<file path="src/rtl/hyper_pkg.sv">
// Shared constants, types and helpers for the hyper block movers.
package hyper_pkg;

    // Cycles from column-address cycle to MCU sampling write data/mask
    localparam int MCU_WR_LAT_DEF  = 2;
    // Cycles from LSAB_READ to LSAB data valid (must stay below MCU_WR_LAT)
    localparam int LSAB_RD_LAT_DEF = 1;
    // An LSAB section raises its EMPTY flag while holding fewer words than this
    localparam int LSAB_AE_THRESH  = 8;
    // Longest block a single ISSUE may request
    localparam int MAX_BLOCK_LEN   = 62;
    // Column counter width: a block may span MAX_BLOCK_LEN+1 words, rounded to even
    localparam int LEN_W           = $clog2(MAX_BLOCK_LEN + 3);

    typedef enum logic [1:0] {
        S_IDLE       = 2'd0,
        S_ISSUE_COLS = 2'd1,
        S_DRAIN      = 2'd2
    } mv_state_t;

    // Per-column tag carried down the write-latency pipe
    typedef struct packed {
        logic vld;
        logic mask;
    } col_tag_t;

    // Number of DRAM columns touched: words plus leading pad, rounded up to a pair
    function automatic logic [LEN_W-1:0] span_cols(input logic start_odd,
                                                   input logic [5:0] count);
        logic [LEN_W-1:0] span;
        span = LEN_W'(count) + LEN_W'(start_odd);
        span = span + LEN_W'(span[0]);
        return span;
    endfunction

endpackage

</file>
<file path="src/rtl/hyper_mvblck_dly.sv">
// Write-latency pipe: one {valid,mask} tag per issued column, tapped for the
// LSAB pop (early tap, covering LSAB read latency) and the MCU write mask.
module hyper_mvblck_dly
    import hyper_pkg::*;
#(
    parameter int DEPTH  = MCU_WR_LAT_DEF,
    parameter int RD_TAP = MCU_WR_LAT_DEF - LSAB_RD_LAT_DEF - 1
) (
    input  logic CLK,
    input  logic RST,
    input  logic push,
    input  logic push_mask,
    output logic rd,
    output logic wmask,
    output logic head_busy,
    output logic busy
);

    col_tag_t          tag_in;
    logic [DEPTH-1:0]  vld_q;
    logic [DEPTH-1:0]  mask_q;

    assign tag_in = '{vld: push, mask: push & push_mask};

    // Shift one tag per cycle; an empty slot is inserted when no column is issued
    always_ff @(posedge CLK) begin
        if (!RST) begin
            vld_q  <= '0;
            mask_q <= '0;
        end else begin
            vld_q  <= {vld_q[DEPTH-2:0], tag_in.vld};
            mask_q <= {mask_q[DEPTH-2:0], tag_in.mask};
        end
    end

    // Pad and stopped words never pop the LSAB
    assign rd        = vld_q[RD_TAP] & ~mask_q[RD_TAP];
    assign wmask     = mask_q[DEPTH-1];
    // Anything still ahead of the final data slot
    assign head_busy = |vld_q[DEPTH-2:0];
    assign busy      = |vld_q;

endmodule

</file>
<file path="src/rtl/hyper_mvblck_todram.sv">
// Block mover, LSAB to DRAM: issues even/odd column pairs to the MCU and pops
// the selected LSAB section in step with the MCU write-data timing.
module hyper_mvblck_todram
    import hyper_pkg::*;
#(
    parameter int MCU_WR_LAT  = MCU_WR_LAT_DEF,
    parameter int LSAB_RD_LAT = LSAB_RD_LAT_DEF
) (
    input  logic        CLK,
    input  logic        RST,
    input  logic        LSAB_0_EMPTY,
    input  logic        LSAB_1_EMPTY,
    input  logic        LSAB_2_EMPTY,
    input  logic        LSAB_3_EMPTY,
    output logic        LSAB_READ,
    output logic [1:0]  LSAB_SECTION,
    input  logic [11:0] START_ADDRESS,
    input  logic [5:0]  COUNT_REQ,
    input  logic [1:0]  SECTION,
    input  logic        ISSUE,
    output logic [5:0]  COUNT_SENT,
    output logic        WORKING,
    output logic [11:0] MCU_COLL_ADDRESS,
    output logic        MCU_WMASK,
    output logic        MCU_REQUEST_ACCESS
);

    mv_state_t        state_q;
    mv_state_t        state_d;
    logic [LEN_W-1:0] len_left_q;
    logic [11:0]      addr_q;
    logic [1:0]       section_q;
    logic [5:0]       count_sent_q;
    logic             first_q;
    logic             lead_pad_q;
    logic             trail_pad_q;
    logic             stop_q;

    logic idle;
    logic active;
    logic accept;
    logic empty_sel;
    logic write_more;
    logic stop_now;
    logic stop_last;
    logic last_col;
    logic advance;
    logic col_mask;
    logic pipe_rd;
    logic pipe_wmask;
    logic pipe_head_busy;
    logic pipe_busy;

    assign idle   = (state_q == S_IDLE);
    assign active = (state_q == S_ISSUE_COLS);
    assign accept = idle & ISSUE & ~pipe_busy;

    // Almost-empty flag of the section currently being drained
    always_comb begin
        case (section_q)
            2'd0:    empty_sel = LSAB_0_EMPTY;
            2'd1:    empty_sel = LSAB_1_EMPTY;
            2'd2:    empty_sel = LSAB_2_EMPTY;
            default: empty_sel = LSAB_3_EMPTY;
        endcase
    end

    // A stop seen on an even column still issues its odd partner (masked);
    // seen on an odd column it makes that column the last one.
    assign write_more = (len_left_q != LEN_W'(1));
    assign stop_now   = active & (stop_q | empty_sel);
    assign stop_last  = stop_now & addr_q[0];
    assign last_col   = active & (~write_more | stop_last);
    assign advance    = active & ~last_col;
    assign col_mask   = (first_q & lead_pad_q) | (~write_more & trail_pad_q) | stop_q;

    // FSM state register
    always_ff @(posedge CLK) begin
        if (!RST) state_q <= S_IDLE;
        else      state_q <= state_d;
    end

    // FSM next state: drain until the last tag reaches the final data slot
    always_comb begin
        state_d = state_q;
        case (state_q)
            S_IDLE:       if (accept)          state_d = S_ISSUE_COLS;
            S_ISSUE_COLS: if (last_col)        state_d = S_DRAIN;
            S_DRAIN:      if (!pipe_head_busy) state_d = S_IDLE;
            default:                           state_d = S_IDLE;
        endcase
    end

    // FSM outputs: request drops during the last column so ORed requests line up
    always_comb begin
        WORKING            = ~idle;
        MCU_REQUEST_ACCESS = idle ? ISSUE : (active & write_more & ~stop_last);
    end

    // Column address, remaining length and per-block flags
    always_ff @(posedge CLK) begin
        if (!RST) begin
            addr_q      <= '0;
            len_left_q  <= LEN_W'(1);
            section_q   <= '0;
            first_q     <= 1'b0;
            lead_pad_q  <= 1'b0;
            trail_pad_q <= 1'b0;
            stop_q      <= 1'b0;
        end else if (accept) begin
            addr_q      <= {START_ADDRESS[11:1], 1'b0};
            len_left_q  <= span_cols(START_ADDRESS[0], COUNT_REQ);
            section_q   <= SECTION;
            first_q     <= 1'b1;
            lead_pad_q  <= START_ADDRESS[0];
            trail_pad_q <= START_ADDRESS[0] ^ COUNT_REQ[0];
            stop_q      <= 1'b0;
        end else if (active) begin
            if (advance) begin
                addr_q     <= addr_q + 12'd1;
                len_left_q <= len_left_q - LEN_W'(1);
                first_q    <= 1'b0;
            end
            if (empty_sel) stop_q <= 1'b1;
        end
    end

    // Words actually popped from the LSAB for this block
    always_ff @(posedge CLK) begin
        if (!RST)         count_sent_q <= '0;
        else if (accept)  count_sent_q <= '0;
        else if (pipe_rd) count_sent_q <= count_sent_q + 6'd1;
    end

    hyper_mvblck_dly #(
        .DEPTH  (MCU_WR_LAT),
        .RD_TAP (MCU_WR_LAT - LSAB_RD_LAT - 1)
    ) u_dly (
        .CLK       (CLK),
        .RST       (RST),
        .push      (active),
        .push_mask (col_mask),
        .rd        (pipe_rd),
        .wmask     (pipe_wmask),
        .head_busy (pipe_head_busy),
        .busy      (pipe_busy)
    );

    assign LSAB_READ        = pipe_rd;
    assign MCU_WMASK        = pipe_wmask;
    assign LSAB_SECTION     = section_q;
    assign COUNT_SENT       = count_sent_q;
    assign MCU_COLL_ADDRESS = addr_q;

endmodule

</file>
<file path="config.mk">
export PLATFORM = sky130hd
export DESIGN_NAME = hyper_mvblck_todram
export DESIGN_NICKNAME = d
export VERILOG_FILES = /design/src/rtl/hyper_pkg.sv /design/src/rtl/hyper_mvblck_dly.sv /design/src/rtl/hyper_mvblck_todram.sv
export SDC_FILE = /design/constraint.sdc
export NUM_CORES = 1
export LEC_CHECK = 0
export ABC_AREA = 1
export BUFFER_PORTS_ARGS = -buffer_cell sky130_fd_sc_hd__buf_2
export CORE_ASPECT_RATIO = 0.7
export CORE_MARGIN = 3
export CORE_UTILIZATION = 35
export CTS_CLUSTER_SIZE = 10
export DETAILED_ROUTE_END_ITERATION = 12
export GPL_TIMING_DRIVEN = 0
export HOLD_SLACK_MARGIN = 0.06
export PLACE_DENSITY_LB_ADDON = 0.25
export SKIP_CTS_REPAIR_TIMING = 1
export SYNTH_ARGS = -nofsm -noshare
export SYNTH_HDL_FRONTEND = slang
export SYNTH_SLANG_ARGS = --single-unit
</file>
<file path="constraint.sdc">
create_clock -name CLK -period 1.45 [get_ports CLK]
set_input_delay 0.145 -clock CLK [delete_from_list [all_inputs] [get_ports CLK]]
set_output_delay 0.145 -clock CLK [all_outputs]
set_load 0.005 [all_outputs]
</file>
==> out/metrics.yaml, run 1 <==
outcome:
  outcome: "finished with violations"
  violations: "setup timing"
critical_path:
  worst_setup_path_start_kind: "flop"
  end_kind: "output pin"
  cp.arrival_ns: 1.44
  worstPathRequired_ns: 1.31
  worst_r2r_path_depth: 12
  cp_max_fo: 4
  crit_type: "flop to output pin"
timing:
  fin_crit_sh: 1.095
  worst_slack_ns: -0.1377
  relSlewSlack: 0.5705
  tns_ns: -1.805
  drv_slew: 0
  finalSetupViolCount: 20
  hold_viol: 0
  rsz0062_at_grt: "true"
  worstMarginPinSlew_ns: 0.6443
  period_needed_ns: 1.588
  finClkSkew_ns: 0.006395
  max_freq_ghz: 0.6299
route:
  viasPerCell: 4.800
  drtIter0Drc: 96
  vias: 2357
  drt_pass1_iterations: 4
  drc: 0
  ant_nets: 0
  wl_um: 6134
  wl_per_cell_um: 12.49
placement:
  post-place-ws_ns: -0.2472
  hpwl_um: 4399
  io_buffers: 50
  gp_congestion: 0.7859
  placed_cell_area_mm2: 0.002561
power_and_ir_drop:
  power_density_mw_per_mm2: 1890
  ir_drop_v: 0.0006327
  leakage_nw: 1.453
cts:
  clk_pin_slew_ns: 0.07
  numCtsBuffers: 5
  cts_root_buffer: "clkbuf_8"
  cts_buffer_depth: 2
  h-tree-depth: 2
  clk_latency_ns: 0.30
  clkSinkCount: 37
  cts_tree: "built"
synthesis:
  synthSimpleGateAreaFrac: 0.3990
  syn_nets: 375
  synth_top_family_by_area: "simple AND/OR/NAND/NOR gates"
  yosys_warnings: 0
  ys_seq_area_frac: 0.3341
  avgSynthCellArea_um2: 6.502
  ys_ff_latch: 37
  synthXorXnorAreaFrac: 0.02370
  synth.distinct_cells: 33
  yosys-mux-area-fraction: 0
  synth_fa_ha_area_frac: 0.03950
  synth_compound_area_frac: 0.1016
  syn_area_mm2: 0.002217
  netlist_instances: 341
floorplan:
  rows: 23
  io_pins: 51
  die_w_um: 101.1
  die_y_um: 72.59
  start_util: 0.3740
  core_area_mm2: 0.005928
  die-area_mm2: 0.007341
layout:
  fillers: 589
  finish.instance_area_mm2: 0.003030
  finish.utilization: 0.5112
  drive_above_1_share: 0.3125
  antenna_cells: 0
  multi_input_area_mm2: 0.001429
  fin_nets: 449
  seqCellArea_um2: 757.0
  syn_to_final_growth_pct: 36.68
  final_common_cell: "nand2_1"
  mostFrequentLayoutCells: "nand2_1 (83), buf_2 (52), nor2_1 (47), inv_1 (41), dfxtp_1 (28)"
grt:
  grt_start_max_net_pins: 12
  antenna_found_initial: 0
  grt_pass1_vias: 2042
  track_usage: 0.1608
  gr-total-overflow: 0
  grt_pass1_wl_um: 9466
hold_path:
  min_path_type: "input pin to flop"
  hold_depth: 3
flow_run:
  drv_cap: 0
==> synth_stat cells <==
master    number  area (um^2)
dfxtp_1       37        740.7
o21ai_0       14        70.07
inv_1         44        165.2
xor2_1         6        52.55
nand3_1       27        135.1
nand2_4        1        11.26
nor2_1        56        210.2
nand2_1       89        334.1
nand3_4        3        52.55
o21bai_1       3        22.52
o21ai_1        1        5.000
buf_8          1        15.01
buf_6          1        11.26
a21oi_1       18        90.09
buf_2          1        5.000
a31oi_1        1        6.260
nand2_2        1        6.260
nand3b_1       2        15.01
nor2_4         1        11.26
ha_1           7        87.58
nor3b_1        3        22.52
o211ai_1       2        15.01
clkbuf_1       2        7.510
nor3_2         1        10.01
or2_2          3        18.77
inv_2          2        7.510
and2_1         1        6.260
nand4_1        3        18.77
nor3_1         4        20.02
buf_4          2        15.01
nor2_2         2        12.51
o21a_1         1        7.510
a221oi_1       1        8.760
==> metal layers <==
metal / track usage / wire, um / part of all wire
met5: 0 / 0 / 0
met4: 0.04425 / 29 / 0.0047
met3: 0.03820 / 328 / 0.053
met2: 0.2449 / 2754 / 0.45
met1: 0.2274 / 3021 / 0.49
==> area by class of cell <==
class	count	area share
buffer	7	0.01941
clock buffer	6	0.02395
clock inverter	2	0.003303
inverter	46	0.05698
multi-input combinational	251	0.4715
sequential	37	0.2498
tap	75	0.03097
timing repair buffer	67	0.1441
==> through the flow <==
stage               instances  power [W]  hold WS [ns]
floorplan                 341   0.003220        0.2834
global placement          466   0.003849        0.4218
detailed placement        466   0.003883        0.4379
CTS                       474   0.004612        0.1169
global route              491   0.006154        0.1360
finish                    491   0.005728        0.1256
==> critical path, stage by stage, from the launching register on <==
cell and delay, ns:
dfxtp_2 0.35, inv_2 0.06, ha_4 0.15, nand2_4 0.06
nor2_4 0.04, nor2_4 0.12, buf_6 0.16, nand2_8 0.06
nand2_1 0.05, buf_2 0.10
==> path summary, 6_finish.rpt <==
path	start	to	slack [ns]
min reg2reg	u_dly.mask_q[0]	u_dly.mask_q[1]	0.45
min	SECTION[0]	LSAB_SECTION[0]	0.13
max	len_left_q[1]	MCU_REQUEST_ACCESS	-0.14
max reg2reg	len_left_q[1]	len_left_q[6]	-0.13
==> registers in the layout, summed over array words and instances (netlist names) <==
register          cells
trail_pad_q           1
state_q               2
MCU_COLL_ADDRESS     12
u_dly.mask_q          2
first_q               1
LSAB_SECTION          2
u_dly.vld_q           2
stop_q                1
len_left_q            7
lead_pad_q            1
COUNT_SENT            6
==> cells by family (layout without fill, tap and decap cells) <==
kind of cell | after synthesis | after routing
adders and majority gates | 7 | 7
DFF | 37 | 37
and+or+nand+nor | 197 | 197
xor gates and xnor gates | 6 | 6
buffers and inverters | 53 | 128
AOI/OAI and AO/OA | 41 | 41
==> power breakdown <==
group	switching, W	total (W)	internal, W
sequential	0.000275	0.00159	0.00132
combinational	0.00183	0.00341	0.00158
clock	0.000389	0.000723	0.000334
(Power assumes the default switching activity.)
==> run 2, diff against run 1 <==
Settings changed: ABC_AREA 1 to unset.
Clock period 1.45 ns to 1.55 ns, I/O delays scaled along.
==> out/metrics.yaml, run 2 <==
outcome:
  outcome: "finished with violations"  # unchanged
  violations: "setup timing"  # unchanged
grt:
  antenna_found_initial: 0  # unchanged
  track_usage: 0.1690  # was 0.1608
  grt_start_max_net_pins: 13  # was 12
  grt_pass1_vias: 1876  # was 2,042
  grt_pass1_wl_um: 9446  # was 9466 um
  gr-total-overflow: 0  # unchanged
synthesis:
  ys_seq_area_frac: 0.3536  # was 0.3341
  synth_area_leaders: "dfxtp_1 (35%), nand2_1 (4.5%), ha_1 (4.2%), xor2_1 (4.2%), a21oi_1 (3.8%)"  # was dfxtp_1 (33%), nand2_1 (15%), nor2_1 (9.5%), inv_1 (7.4%), nand3_1 (6.1%)
  synth_flop_cell: "dfxtp_1"  # unchanged
  synth_edf_count: 0  # unchanged
  yosys_warnings: 0  # unchanged
  syn_nets: 280  # was 375
  synth_commonest_cells: "dfxtp_1 (37), nand2_1 (25), nor2_1 (18)"  # was nand2_1 (89), nor2_1 (56), inv_1 (44)
  netlist_instances: 246  # was 341
  synth.distinct_cells: 56  # was 33
  avgSynthCellArea_um2: 8.514  # was 6.502 um^2
  async_flop_share: 0  # unchanged
  synth_top_area_cell: "dfxtp_1"  # unchanged
  yosys.cell_count.top_type: "dfxtp_1"  # was nand2_1
  synth.top_cell.area_share: 0.3536  # was 0.3341
  ys_ff_latch: 37  # unchanged
  syn_area_mm2: 0.002095  # was 0.002217 mm^2
timing:
  finClkSkew_ns: 0.006814  # was 0.006395 ns
  drv_slew: 0  # unchanged
  worstMarginPinSlew_ns: 0.7810  # was 0.6443 ns
  max_freq_ghz: 0.5342
  rsz0062_at_grt: "true"  # unchanged
  timing.hold.ws_ns: 0.07606  # was 0.1256 ns
  finalSetupViolCount: 32  # was 20
  fin_crit_sh: 1.208
  hold_viol: 0  # unchanged
  worst_slack_ns: -0.3218  # was -0.1377 ns
  period_needed_ns: 1.872
  relSlewSlack: 0.4794  # was 0.5705
power_and_ir_drop:
  p_sw_frac: 0.3664  # was 0.4355
  combPwrFrac: 0.415  # was 0.596
  leakage_nw: 1.274  # was 1.453 nW
  internal_power_w: 0.002139  # was 0.003233 W
  ir_drop_v: 0.0004569  # was 0.0006327 V
  power_switching_w: 0.001237  # was 0.002494 W
  power_density_mw_per_mm2: 1078  # was 1890 mW/mm^2
  power.total_w: 0.003377  # was 0.005728 W
  clockPowerShare: 0.218  # was 0.126
  sequentialPowerShare: 0.367  # was 0.278
layout:
  syn_to_final_growth_pct: 49.58  # was 36.68%
  largest_reg_flops: 12  # unchanged
  drive_above_1_share: 0.4545  # was 0.3125
  final_common_cell: "buf_2"  # was nand2_1
  mostFrequentLayoutCells: "buf_2 (51), dfxtp_1 (30), nand2_1 (20), buf_4 (16), nand3_1 (12)"  # was nand2_1 (83), buf_2 (52), nor2_1 (47), inv_1 (41), dfxtp_1 (28)
  fin_cells: 402  # was 491
  fillers: 518  # was 589
  seqCellArea_um2: 764.5  # was 757.0 um^2
  finish.instance_area_mm2: 0.003133  # was 0.003030 mm^2
  multi_input_area_mm2: 0.001595  # was 0.001429 mm^2
  fin_nets: 363  # was 449
  antenna_cells: 0  # unchanged
floorplan:
  io_pins: 51  # unchanged
  die-area_mm2: 0.006963  # was 0.007341 mm^2
  die_y_um: 70.72  # was 72.59 um
  die_w_um: 98.46  # was 101.1 um
  core_area_mm2: 0.005505  # was 0.005928 mm^2
  rows: 22  # was 23
  start_util: 0.3805  # was 0.3740
route:
  vias: 2228  # was 2,357
  wl_per_cell_um: 16.54  # was 12.49 um
  drt_pass1_iterations: 4  # unchanged
  drtIter0Drc: 157  # was 96
  wl_met2_um: 2717  # was 2754 um
  drc: 0  # unchanged
  wl_um: 6649  # was 6134 um
  ant_nets: 0  # unchanged
  wl_met3_um: 548  # was 328 um
  routed.top_layer: "met4"  # unchanged
  wl_met1_um: 3301  # was 3021 um
  viasPerCell: 5.542  # was 4.800
cts:
  cts_buffer_depth: 2  # unchanged
  cts_root_buffer: "clkbuf_8"  # unchanged
  numCtsBuffers: 5  # unchanged
  clk_pin_slew_ns: 0.08  # was 0.07 ns
  clk_latency_ns: 0.30  # about the same
  clkSinkCount: 37  # unchanged
  cts_tree: "built"  # unchanged
  h-tree-depth: 2  # unchanged
hold_path:
  min_path_type: "input pin to flop"  # unchanged
  hold_depth: 3  # unchanged
flow_run:
  drv_cap: 0  # unchanged
critical_path:
  cp_max_fo: 7  # was 4
  cp.arrival_ns: 2.09  # was 1.44 ns
  crit_type: "flop to flop"  # was flop to output pin
  end_kind: "flop"  # was output pin
  worst_setup_path_start_kind: "flop"  # unchanged
  worst_r2r_path_depth: 8  # was 12
  worstPathRequired_ns: 1.77  # was 1.31 ns
placement:
  gp_congestion: 0.7940  # was 0.7859
  placed_cell_area_mm2: 0.002550  # was 0.002561 mm^2
  hpwl_um: 4347  # was 4399 um
  placedCellCount: 368  # was 466
  post-place-ws_ns: -0.4752  # was -0.2472 ns
  io_buffers: 50  # unchanged
-- run 2: cells by family after synthesis --
logic type | count (synthesis) | share of synthesized area
fa+ha+maj | 7 | 0.04181
buf+inv | 14 | 0.02986
flops | 37 | 0.3536
xor+xnor | 17 | 0.07109
compound gates | 56 | 0.1942
simple gates | 110 | 0.2855
mux | 5 | 0.02390
-- run 2: final timing paths --
check / slack, ns / end / start
setup / recovery: -0.32 / MCU_COLL_ADDRESS[11] / len_left_q[1]
hold / removal: 0.08 / MCU_COLL_ADDRESS[7] / START_ADDRESS[7]
setup reg to reg: -0.32 / MCU_COLL_ADDRESS[11] / len_left_q[1]
hold reg to reg: 0.48 / u_dly.mask_q[1] / u_dly.mask_q[0]
-- run 2: layout make-up --
class,count,share of cell area
clock buffers,6,0.02636
repair buffers,73,0.1550
flip-flops and latches,37,0.2440
inverters,7,0.009185
plain buffers,7,0.02316
well taps,72,0.02875
clock inverters,2,0.004393
multi-input cells,198,0.5092
-- run 2: worst max-delay path: stages, from the launching register on --
cell and delay [ns]:
dfxtp_4 0.37, inv_4 0.04, ha_4 0.15, nor4b_4 0.14, a21oi_2 0.26, o21ai_4 0.14, buf_12 0.16, or4_4 0.48
o221ai_2 0.07
-- run 2: power by group through the flow --
stage	clock (W)	combinational (W)	sequential, W
finish	0.000735	0.00140	0.00124
global route	0.000786	0.00151	0.00126
CTS	0.000734	0.000947	0.00123
detailed placement	0	0.000941	0.00125
global placement	0	0.000932	0.00124
floorplan	0	0.000662	0.00122
-- run 2: through the flow --
step	TNS, ns	util
finish	-6.821	0.5691
global route	-8.380	0.5691
CTS	-9.843	0.4807
detailed placement	-8.947	0.4632
global placement	-8.623	0.4632
floorplan	-2.096	-
-- run 2: per-layer routing --
metal  vias up  GRT usage
li1       1083          -
met1      1053     0.2662
met2        84     0.2232
met3         8    0.04532
met4         0    0.04091
met5         -          0
